<file path="src/rtl/sdpb_mem_arbiter_pkg.sv">
// sdpb_arb_pkg: shared widths, read-FSM states and read-owner tags for sdpb_mem_arbiter.
// No ports; imported by the interface, the write arbiter and the top.
package sdpb_arb_pkg;
    localparam int AW_DEF = 13;
    localparam int DW_DEF = 16;
    typedef enum logic [1:0] {IDLE, BURST, CPU_SLOT} rd_state_t;
    typedef enum logic [1:0] {OWN_NONE, OWN_VID, OWN_CPU} owner_t;
endpackage

</file>
<file path="src/rtl/sdpb_mem_arbiter_if.sv">
// sdpb_mem_arbiter_if: bundle of requester-side and BRAM-side signals around the arbiter.
// Ports: none. Modports:
//   slave  - arbiter view: vid/cpu/ldr requests and mem_dout in; grants, read beats, BRAM controls out
//   master - requester/BRAM view: the mirror image of slave
interface sdpb_mem_arbiter_if
    import sdpb_arb_pkg::*;
#(
    parameter int AW = AW_DEF,
    parameter int DW = DW_DEF
);
    logic          vid_req, vid_gnt, vid_rvalid, vid_rlast;
    logic [AW-1:0] vid_addr;
    logic [DW-1:0] vid_rdata;
    logic          cpu_rreq, cpu_rgnt, cpu_rvalid;
    logic [AW-1:0] cpu_raddr;
    logic [DW-1:0] cpu_rdata;
    logic          cpu_wreq, cpu_wgnt, ldr_wreq, ldr_wgnt;
    logic [AW-1:0] cpu_waddr, ldr_waddr;
    logic [DW-1:0] cpu_wdata, ldr_wdata;
    logic          mem_cea, mem_ceb, mem_oce;
    logic [AW-1:0] mem_ada, mem_adb;
    logic [DW-1:0] mem_din, mem_dout;
    modport slave (
        input  vid_req, vid_addr, cpu_rreq, cpu_raddr,
        input  cpu_wreq, cpu_waddr, cpu_wdata, ldr_wreq, ldr_waddr, ldr_wdata, mem_dout,
        output vid_gnt, vid_rvalid, vid_rlast, vid_rdata, cpu_rgnt, cpu_rvalid, cpu_rdata,
        output cpu_wgnt, ldr_wgnt, mem_cea, mem_ada, mem_din, mem_ceb, mem_adb, mem_oce
    );
    modport master (
        output vid_req, vid_addr, cpu_rreq, cpu_raddr,
        output cpu_wreq, cpu_waddr, cpu_wdata, ldr_wreq, ldr_waddr, ldr_wdata, mem_dout,
        input  vid_gnt, vid_rvalid, vid_rlast, vid_rdata, cpu_rgnt, cpu_rvalid, cpu_rdata,
        input  cpu_wgnt, ldr_wgnt, mem_cea, mem_ada, mem_din, mem_ceb, mem_adb, mem_oce
    );
endinterface

</file>
<file path="src/rtl/sdpb_mem_arbiter_rr_write_arbiter.sv">
// rr_write_arbiter: 2-way round-robin grant and address/data mux for BRAM write port A.
// Ports: clk, reset (sync, active-high); cpu/ldr wreq, waddr, wdata in;
//        cpu_wgnt, ldr_wgnt, wen, waddr, wdata out (grants are combinational).
module rr_write_arbiter
    import sdpb_arb_pkg::*;
#(
    parameter int AW = AW_DEF,
    parameter int DW = DW_DEF
) (
    input  logic          clk,
    input  logic          reset,
    input  logic          cpu_wreq,
    input  logic [AW-1:0] cpu_waddr,
    input  logic [DW-1:0] cpu_wdata,
    input  logic          ldr_wreq,
    input  logic [AW-1:0] ldr_waddr,
    input  logic [DW-1:0] ldr_wdata,
    output logic          cpu_wgnt,
    output logic          ldr_wgnt,
    output logic          wen,
    output logic [AW-1:0] waddr,
    output logic [DW-1:0] wdata
);
    // ptr = 0 favours the CPU on contention, 1 favours the loader
    logic ptr;

    assign cpu_wgnt = cpu_wreq && (!ldr_wreq || !ptr);
    assign ldr_wgnt = ldr_wreq && (!cpu_wreq || ptr);
    assign wen      = cpu_wgnt || ldr_wgnt;
    assign waddr    = ldr_wgnt ? ldr_waddr : cpu_waddr;
    assign wdata    = ldr_wgnt ? ldr_wdata : cpu_wdata;

    // Only a contended cycle moves the pointer, handing the next tie to the loser
    always_ff @(posedge clk) begin
        if (reset) ptr <= 1'b0;
        else if (cpu_wreq && ldr_wreq) ptr <= !ptr;
    end
endmodule

</file>
<file path="src/rtl/sdpb_mem_arbiter.sv">
// sdpb_mem_arbiter: shares an 8192x16 simple-dual-port BRAM; read port B serves video bursts
// (priority, with forced CPU slots against starvation) and CPU reads; write port A is
// round-robin between CPU and loader.
// Ports: clk, reset (sync, active-high), bus (sdpb_mem_arbiter_if.slave).
// Option: define SDPB_WR_FWD_EN to return the new write data on a same-cycle same-address read.
module sdpb_mem_arbiter
    import sdpb_arb_pkg::*;
#(
    parameter int AW         = AW_DEF,
    parameter int DW         = DW_DEF,
    parameter int BURST_LEN  = 16,
    parameter int STARVE_MAX = 4
) (
    input logic clk,
    input logic reset,
    sdpb_mem_arbiter_if.slave bus
);
    localparam int CW = $clog2(BURST_LEN + 1);
    localparam int SW = $clog2(STARVE_MAX + 1);

    rd_state_t     state, state_n;
    owner_t        own, own_n;
    logic          last, last_n;
    logic [AW-1:0] base;
    logic [CW-1:0] cnt;
    logic [SW-1:0] starve;
    logic [DW-1:0] rdata;

    always_comb begin
        state_n      = state;
        own_n        = OWN_NONE;
        last_n       = 1'b0;
        bus.vid_gnt  = 1'b0;
        bus.cpu_rgnt = 1'b0;
        bus.mem_ceb  = 1'b0;
        bus.mem_adb  = bus.cpu_raddr;
        case (state)
            IDLE: begin
                if (bus.vid_req) begin
                    bus.vid_gnt = 1'b1;
                    state_n     = BURST;
                end else if (bus.cpu_rreq) begin
                    bus.cpu_rgnt = 1'b1;
                    bus.mem_ceb  = 1'b1;
                    own_n        = OWN_CPU;
                end
            end
            BURST: begin
                if (starve == SW'(STARVE_MAX)) begin
                    state_n = CPU_SLOT;
                end else begin
                    bus.mem_ceb = 1'b1;
                    bus.mem_adb = base + AW'(cnt);
                    own_n       = OWN_VID;
                    last_n      = cnt == CW'(BURST_LEN - 1);
                    state_n     = last_n ? IDLE : BURST;
                end
            end
            CPU_SLOT: begin
                state_n      = BURST;
                bus.cpu_rgnt = bus.cpu_rreq;
                bus.mem_ceb  = bus.cpu_rreq;
                own_n        = bus.cpu_rreq ? OWN_CPU : OWN_NONE;
            end
            default: state_n = IDLE;
        endcase
    end

    always_ff @(posedge clk) begin
        if (reset) begin
            state  <= IDLE;
            own    <= OWN_NONE;
            last   <= 1'b0;
            base   <= '0;
            cnt    <= '0;
            starve <= '0;
        end else begin
            state <= state_n;
            own   <= own_n;
            last  <= last_n;
            if (bus.vid_gnt) begin
                base   <= bus.vid_addr;
                cnt    <= '0;
                starve <= '0;
            end
            if (own_n == OWN_VID) cnt <= cnt + CW'(1);
            // Only issued video beats age a waiting CPU read
            if (own_n == OWN_VID && bus.cpu_rreq) starve <= starve + SW'(1);
            if (state == CPU_SLOT) starve <= '0;
        end
    end

`ifdef SDPB_WR_FWD_EN
    // BRAM returns stale data on a same-address collision; replay the write data instead
    logic          fwd;
    logic [DW-1:0] fwd_data;
    always_ff @(posedge clk) begin
        if (reset) fwd <= 1'b0;
        else fwd <= bus.mem_cea && bus.mem_ceb && bus.mem_ada == bus.mem_adb;
        fwd_data <= bus.mem_din;
    end
    assign rdata = fwd ? fwd_data : bus.mem_dout;
`else
    assign rdata = bus.mem_dout;
`endif

    assign bus.vid_rvalid = own == OWN_VID;
    assign bus.vid_rlast  = own == OWN_VID && last;
    assign bus.cpu_rvalid = own == OWN_CPU;
    assign bus.vid_rdata  = rdata;
    assign bus.cpu_rdata  = rdata;
    assign bus.mem_oce    = 1'b1;

    rr_write_arbiter #(.AW(AW), .DW(DW)) u_wr (
        .clk      (clk),
        .reset    (reset),
        .cpu_wreq (bus.cpu_wreq),
        .cpu_waddr(bus.cpu_waddr),
        .cpu_wdata(bus.cpu_wdata),
        .ldr_wreq (bus.ldr_wreq),
        .ldr_waddr(bus.ldr_waddr),
        .ldr_wdata(bus.ldr_wdata),
        .cpu_wgnt (bus.cpu_wgnt),
        .ldr_wgnt (bus.ldr_wgnt),
        .wen      (bus.mem_cea),
        .waddr    (bus.mem_ada),
        .wdata    (bus.mem_din)
    );
endmodule
</file>
<file path="src/flat_wrapper.sv">
// flat-port wrapper written by rule: the top's interface ports become plain ports
module sdpb_mem_arbiter_flat import sdpb_arb_pkg::*;
#(
    parameter int AW         = AW_DEF,
    parameter int DW         = DW_DEF,
    parameter int BURST_LEN  = 16,
    parameter int STARVE_MAX = 4
)
  (clk, reset, bus_vid_req, bus_vid_addr, bus_cpu_rreq, bus_cpu_raddr, bus_cpu_wreq, bus_cpu_waddr, bus_cpu_wdata, bus_ldr_wreq, bus_ldr_waddr, bus_ldr_wdata, bus_mem_dout, bus_vid_gnt, bus_vid_rvalid, bus_vid_rlast, bus_vid_rdata, bus_cpu_rgnt, bus_cpu_rvalid, bus_cpu_rdata, bus_cpu_wgnt, bus_ldr_wgnt, bus_mem_cea, bus_mem_ada, bus_mem_din, bus_mem_ceb, bus_mem_adb, bus_mem_oce);
  sdpb_mem_arbiter_if #(.AW(AW), .DW(DW)) bus_i ();
  input logic clk;
  input logic reset;
  input wire logic [$bits(bus_i.vid_req)-1:0] bus_vid_req;
  input wire logic [$bits(bus_i.vid_addr)-1:0] bus_vid_addr;
  input wire logic [$bits(bus_i.cpu_rreq)-1:0] bus_cpu_rreq;
  input wire logic [$bits(bus_i.cpu_raddr)-1:0] bus_cpu_raddr;
  input wire logic [$bits(bus_i.cpu_wreq)-1:0] bus_cpu_wreq;
  input wire logic [$bits(bus_i.cpu_waddr)-1:0] bus_cpu_waddr;
  input wire logic [$bits(bus_i.cpu_wdata)-1:0] bus_cpu_wdata;
  input wire logic [$bits(bus_i.ldr_wreq)-1:0] bus_ldr_wreq;
  input wire logic [$bits(bus_i.ldr_waddr)-1:0] bus_ldr_waddr;
  input wire logic [$bits(bus_i.ldr_wdata)-1:0] bus_ldr_wdata;
  input wire logic [$bits(bus_i.mem_dout)-1:0] bus_mem_dout;
  output wire logic [$bits(bus_i.vid_gnt)-1:0] bus_vid_gnt;
  output wire logic [$bits(bus_i.vid_rvalid)-1:0] bus_vid_rvalid;
  output wire logic [$bits(bus_i.vid_rlast)-1:0] bus_vid_rlast;
  output wire logic [$bits(bus_i.vid_rdata)-1:0] bus_vid_rdata;
  output wire logic [$bits(bus_i.cpu_rgnt)-1:0] bus_cpu_rgnt;
  output wire logic [$bits(bus_i.cpu_rvalid)-1:0] bus_cpu_rvalid;
  output wire logic [$bits(bus_i.cpu_rdata)-1:0] bus_cpu_rdata;
  output wire logic [$bits(bus_i.cpu_wgnt)-1:0] bus_cpu_wgnt;
  output wire logic [$bits(bus_i.ldr_wgnt)-1:0] bus_ldr_wgnt;
  output wire logic [$bits(bus_i.mem_cea)-1:0] bus_mem_cea;
  output wire logic [$bits(bus_i.mem_ada)-1:0] bus_mem_ada;
  output wire logic [$bits(bus_i.mem_din)-1:0] bus_mem_din;
  output wire logic [$bits(bus_i.mem_ceb)-1:0] bus_mem_ceb;
  output wire logic [$bits(bus_i.mem_adb)-1:0] bus_mem_adb;
  output wire logic [$bits(bus_i.mem_oce)-1:0] bus_mem_oce;
  assign bus_i.vid_req = bus_vid_req;
  assign bus_i.vid_addr = bus_vid_addr;
  assign bus_i.cpu_rreq = bus_cpu_rreq;
  assign bus_i.cpu_raddr = bus_cpu_raddr;
  assign bus_i.cpu_wreq = bus_cpu_wreq;
  assign bus_i.cpu_waddr = bus_cpu_waddr;
  assign bus_i.cpu_wdata = bus_cpu_wdata;
  assign bus_i.ldr_wreq = bus_ldr_wreq;
  assign bus_i.ldr_waddr = bus_ldr_waddr;
  assign bus_i.ldr_wdata = bus_ldr_wdata;
  assign bus_i.mem_dout = bus_mem_dout;
  assign bus_vid_gnt = bus_i.vid_gnt;
  assign bus_vid_rvalid = bus_i.vid_rvalid;
  assign bus_vid_rlast = bus_i.vid_rlast;
  assign bus_vid_rdata = bus_i.vid_rdata;
  assign bus_cpu_rgnt = bus_i.cpu_rgnt;
  assign bus_cpu_rvalid = bus_i.cpu_rvalid;
  assign bus_cpu_rdata = bus_i.cpu_rdata;
  assign bus_cpu_wgnt = bus_i.cpu_wgnt;
  assign bus_ldr_wgnt = bus_i.ldr_wgnt;
  assign bus_mem_cea = bus_i.mem_cea;
  assign bus_mem_ada = bus_i.mem_ada;
  assign bus_mem_din = bus_i.mem_din;
  assign bus_mem_ceb = bus_i.mem_ceb;
  assign bus_mem_adb = bus_i.mem_adb;
  assign bus_mem_oce = bus_i.mem_oce;
  sdpb_mem_arbiter #(.AW(AW), .DW(DW), .BURST_LEN(BURST_LEN), .STARVE_MAX(STARVE_MAX)) u_core (.clk(clk), .reset(reset), .bus(bus_i));
endmodule
</file>
<file path="config.mk">
export PLATFORM = sky130hd
export DESIGN_NAME = sdpb_mem_arbiter_flat
export DESIGN_NICKNAME = d
export VERILOG_FILES = /design/src/rtl/sdpb_mem_arbiter_pkg.sv /design/src/rtl/sdpb_mem_arbiter_if.sv /design/src/rtl/sdpb_mem_arbiter_rr_write_arbiter.sv /design/src/rtl/sdpb_mem_arbiter.sv /design/src/flat_wrapper.sv
export SDC_FILE = /design/constraint.sdc
export NUM_CORES = 1
export LEC_CHECK = 0
export ABC_AREA = 1
export BUFFER_PORTS_ARGS = -buffer_cell sky130_fd_sc_hd__buf_2
export CORE_MARGIN = 1
export CORE_UTILIZATION = 40
export CTS_CLUSTER_DIAMETER = 200
export DETAILED_ROUTE_END_ITERATION = 10
export PLACE_DENSITY = 0.83
export RECOVER_POWER = 100
export SYNTH_ARGS = -nofsm -noshare
export SYNTH_HDL_FRONTEND = slang
export SYNTH_SLANG_ARGS = --single-unit
</file>
<file path="constraint.sdc">
create_clock -name clk -period 2.6 [get_ports clk]
set_clock_uncertainty 0.15 [all_clocks]
set_input_delay 0.26 -clock clk [delete_from_list [all_inputs] [get_ports clk]]
set_output_delay 0.26 -clock clk [all_outputs]
set_load 0.005 [all_outputs]
</file>
==> run metrics <==
Placed Area=0.00284 mm²; GR peak layer=met2; hold slack=84.5 ps; critical path launch point type=register; share of the synthesized area in the top cell type=0.245; count leader, synth=nand2_1; die height=78.9 µm; post-synthesis instance total=404; GRT met1 Usage=0.267; Routed wire per std cell=12.1 µm; Hold Fails Final Rpt=0; Die Width=78.9 µm; Syn. warnings=0; CP top delay family=adder cells; Max Buffers Root-to-Sink=2; reg2reg start=u_core.starve[0]; status=finished clean; Final Max Slew Viols=0; initial detailed-routing violation count=207; crit path cell chain=ha_2 > inv_1 > fa_2 > inv_2 > nand3_1 > nand2_2 > nand2_1 > nand2_1 > nand2_1 > nand3_1 > nand2_1 > inv_1 > buf_2; library cells used by synthesis=30; first-pass GRT wire length=10800 µm; CTS Sinks=27; clock share of power=0.225; crit path time final=2420 ps; Worst-Margin Slew=534 ps; Synth top cells by count=154 x nand2_1, 36 x inv_1, 35 x buf_4, 34 x nor2_1, 28 x nand3_1; FF-to-FF path depth=9; first drt pass iteration count=6; PD cells=371 mW/mm²; DRT Wirelength=6960 µm; Crit path largest cell delay=380 ps; Main synth FF type=dfxtp_1; multiplexer share of the synthesized area=0; GR Layer Usage met3=0.0483; Critical Path AT=2010 ps; Most Frequent Cell on Critical Path=nand2_1; # DRC=0; dpl hpwl=5710 µm; vias in the first global route=2467; Compound-Gate Fraction of Synth Area=0.0953; Simple-Gate Fraction of Synth Area=0.400; antenna diode count=0; Worst path depth=13; post-route ant nets=0; period utilization=0.930; hold depth=3; largest family of logic cells by synthesized area=simple AND/OR/NAND/NOR gates; CTS H-Tree Depth=1; switch share=0.333; vias per cell=4.77; adder-cell share of the synthesized area=0.0561; flops & latches, synth=27; Worst Setup EP=bus_mem_adb[8]; CP startpoint=u_core.cnt[0]; Crit path buffers/inverters=4; final instance area=0.00285 mm²; Worst Setup End Kind=output port; Layout Nets=622; antenna violations before repair=0; Worst path slowest cell=dfxtp_4; Int Pwr=0.000705 W; Crit Path Category=reg2out; CP Max Fanout=6; PortBufs=140; # setup viols final=0; asr flop ratio synth=0; Clock transition at path regs=90 ps; clk_lat worst skew=270 ps; peak supply drop=0.244 mV; Worst Path Required=2190 ps; layout cells sized above 1=0.263; Rows=27; Slew HR=0.644; largest net degree at the start of global routing=31; leading area contributor after synthesis=nand2_1; CTS tree=yes; Synth Area per Inst=5.85 µm²; Core ar.=0.00561 mm²; Hold/Removal Path Class=in2reg; syn nets=520; Psw=0.000351 W; Root Buffer=clkbuf_8; post-synth design cell area=0.00236 mm²; total global routing track utilization=0.216; max frequency=0.414 GHz; sequential share of power=0.437; via count=2751; register area share after synthesis=0.229; RR Endpoint=u_core.starve[2]; EDFF count, synth=0; Area Overhead vs Synth=20.7%; Ports=190; die area=0.00622 mm²; fillcell total=598; Reg2Reg Setup Slack=780 ps; Final Wtd Congestion=0.914; Initial Utilization=0.421; max cap viols=0; combinational share of power=0.338; GRT overflow=0; Synth Area in XOR/XNOR=0.0111; CTS Buf Count=3; Area contributors post-synth=nand2_1 24%, dfxtp_1 23%, buf_4 11%, nand3_1 5.9%, inv_1 5.7%; register area=544 µm²; Leakage=1.58 nW; multi-input gate area in the final layout=0.00133 mm²; routing usage on met2=0.373
## cell type report
cell class | count | share of cell area
clock buffer | 4 | 0.0158
inverter | 41 | 0.0540
timing repair buffer | 143 | 0.242
multi-input combinational | 290 | 0.466
sequential | 27 | 0.191
tap | 72 | 0.0316
## worst reg2reg max path, delay by kind of cell (launching register included)
family | cells | cell delay (ps)
AND/OR/NAND/NOR | 4 | 510
buffers and inverters | 2 | 350
flip-flops | 1 | 360
adder cells (fa/ha/maj) | 1 | 190
AO/OA/AOI/OAI | 2 | 200
## power groups by stage
| stage | Sequential (W) | Combinational, W | Clock, W |
|---|---|---|---|
| 3_3_place_gp | 0.000469 | 0.000359 | 0 |
| 5_1_grt | 0.000465 | 0.000410 | 0.000258 |
| 2_1_floorplan | 0.000464 | 0.000242 | 0 |
| 3_5_place_dp | 0.000471 | 0.000367 | 0 |
| 6_report | 0.000461 | 0.000357 | 0.000237 |
| 4_1_cts | 0.000461 | 0.000369 | 0.000245 |
## placed cells by master (no fill, tap or decap), types with 8 or more instances in the layout
cell type / n
nand2_1: 155
buf_2: 117
inv_1: 38
nor2_1: 34
nand3_1: 29
dfxtp_1: 26
clkbuf_1: 24
o21ai_0: 22
a21oi_1: 19
ha_1: 8
## stage by stage
step / total power, W / setup TNS (ps) / utilization / instances / setup WS [ps]
2_1_floorplan: 0.000706 / 0 / - / 404 / 594
3_3_place_gp: 0.000828 / 0 / 0.507 / 573 / 363
3_5_place_dp: 0.000838 / 0 / 0.507 / 573 / 295
4_1_cts: 0.00108 / 0 / 0.515 / 577 / 53.8
5_1_grt: 0.00113 / -6.03 / 0.508 / 577 / -6.03
6_report: 0.00106 / 0 / 0.508 / 577 / 182
## routing by layer
layer  vias to the layer above  wire length, µm
li1                       1424                -
met1                      1195             2970
met2                       122             3240
met3                        10              682
met4                         0               70
met5                         -                0
## cell families after synthesis
group / count (synthesis)
compound gates: 44
xor+xnor: 3
fa+ha+maj: 10
buf+inv: 87
flops: 27
other cells: 1
simple gates: 232
## flip-flops by register name, indices dropped and copies added, names as in the netlist
signal,flops
u_core.base,13
u_core.cnt,5
u_core.last,1
u_core.own,2
u_core.starve,3
u_core.state,2
u_core.u_wr.ptr,1
## how the worst min path moves through the flow
stage                                  end             start  slack [ps]
after CTS                   u_core.base[3]   bus_vid_addr[3]          80
after global routing        u_core.base[5]   bus_vid_addr[5]         130
final                       u_core.base[3]   bus_vid_addr[3]          80
after global placement    u_core.starve[2]  u_core.starve[2]         290
after floorplan            u_core.u_wr.ptr      bus_cpu_wreq         270
after detailed placement  u_core.starve[2]  u_core.starve[2]         300
## repair_timing
| item | 4_1_cts | 5_1_grt |
|---|---|---|
| setup endpoints to repair | 2 | 2 |
| gates resized for setup | 1 | 5 |
| setup buffers | 0 | 0 |
| hold buffers | 0 | 0 |
No activity file was read; power rests on OpenSTA's default activity.
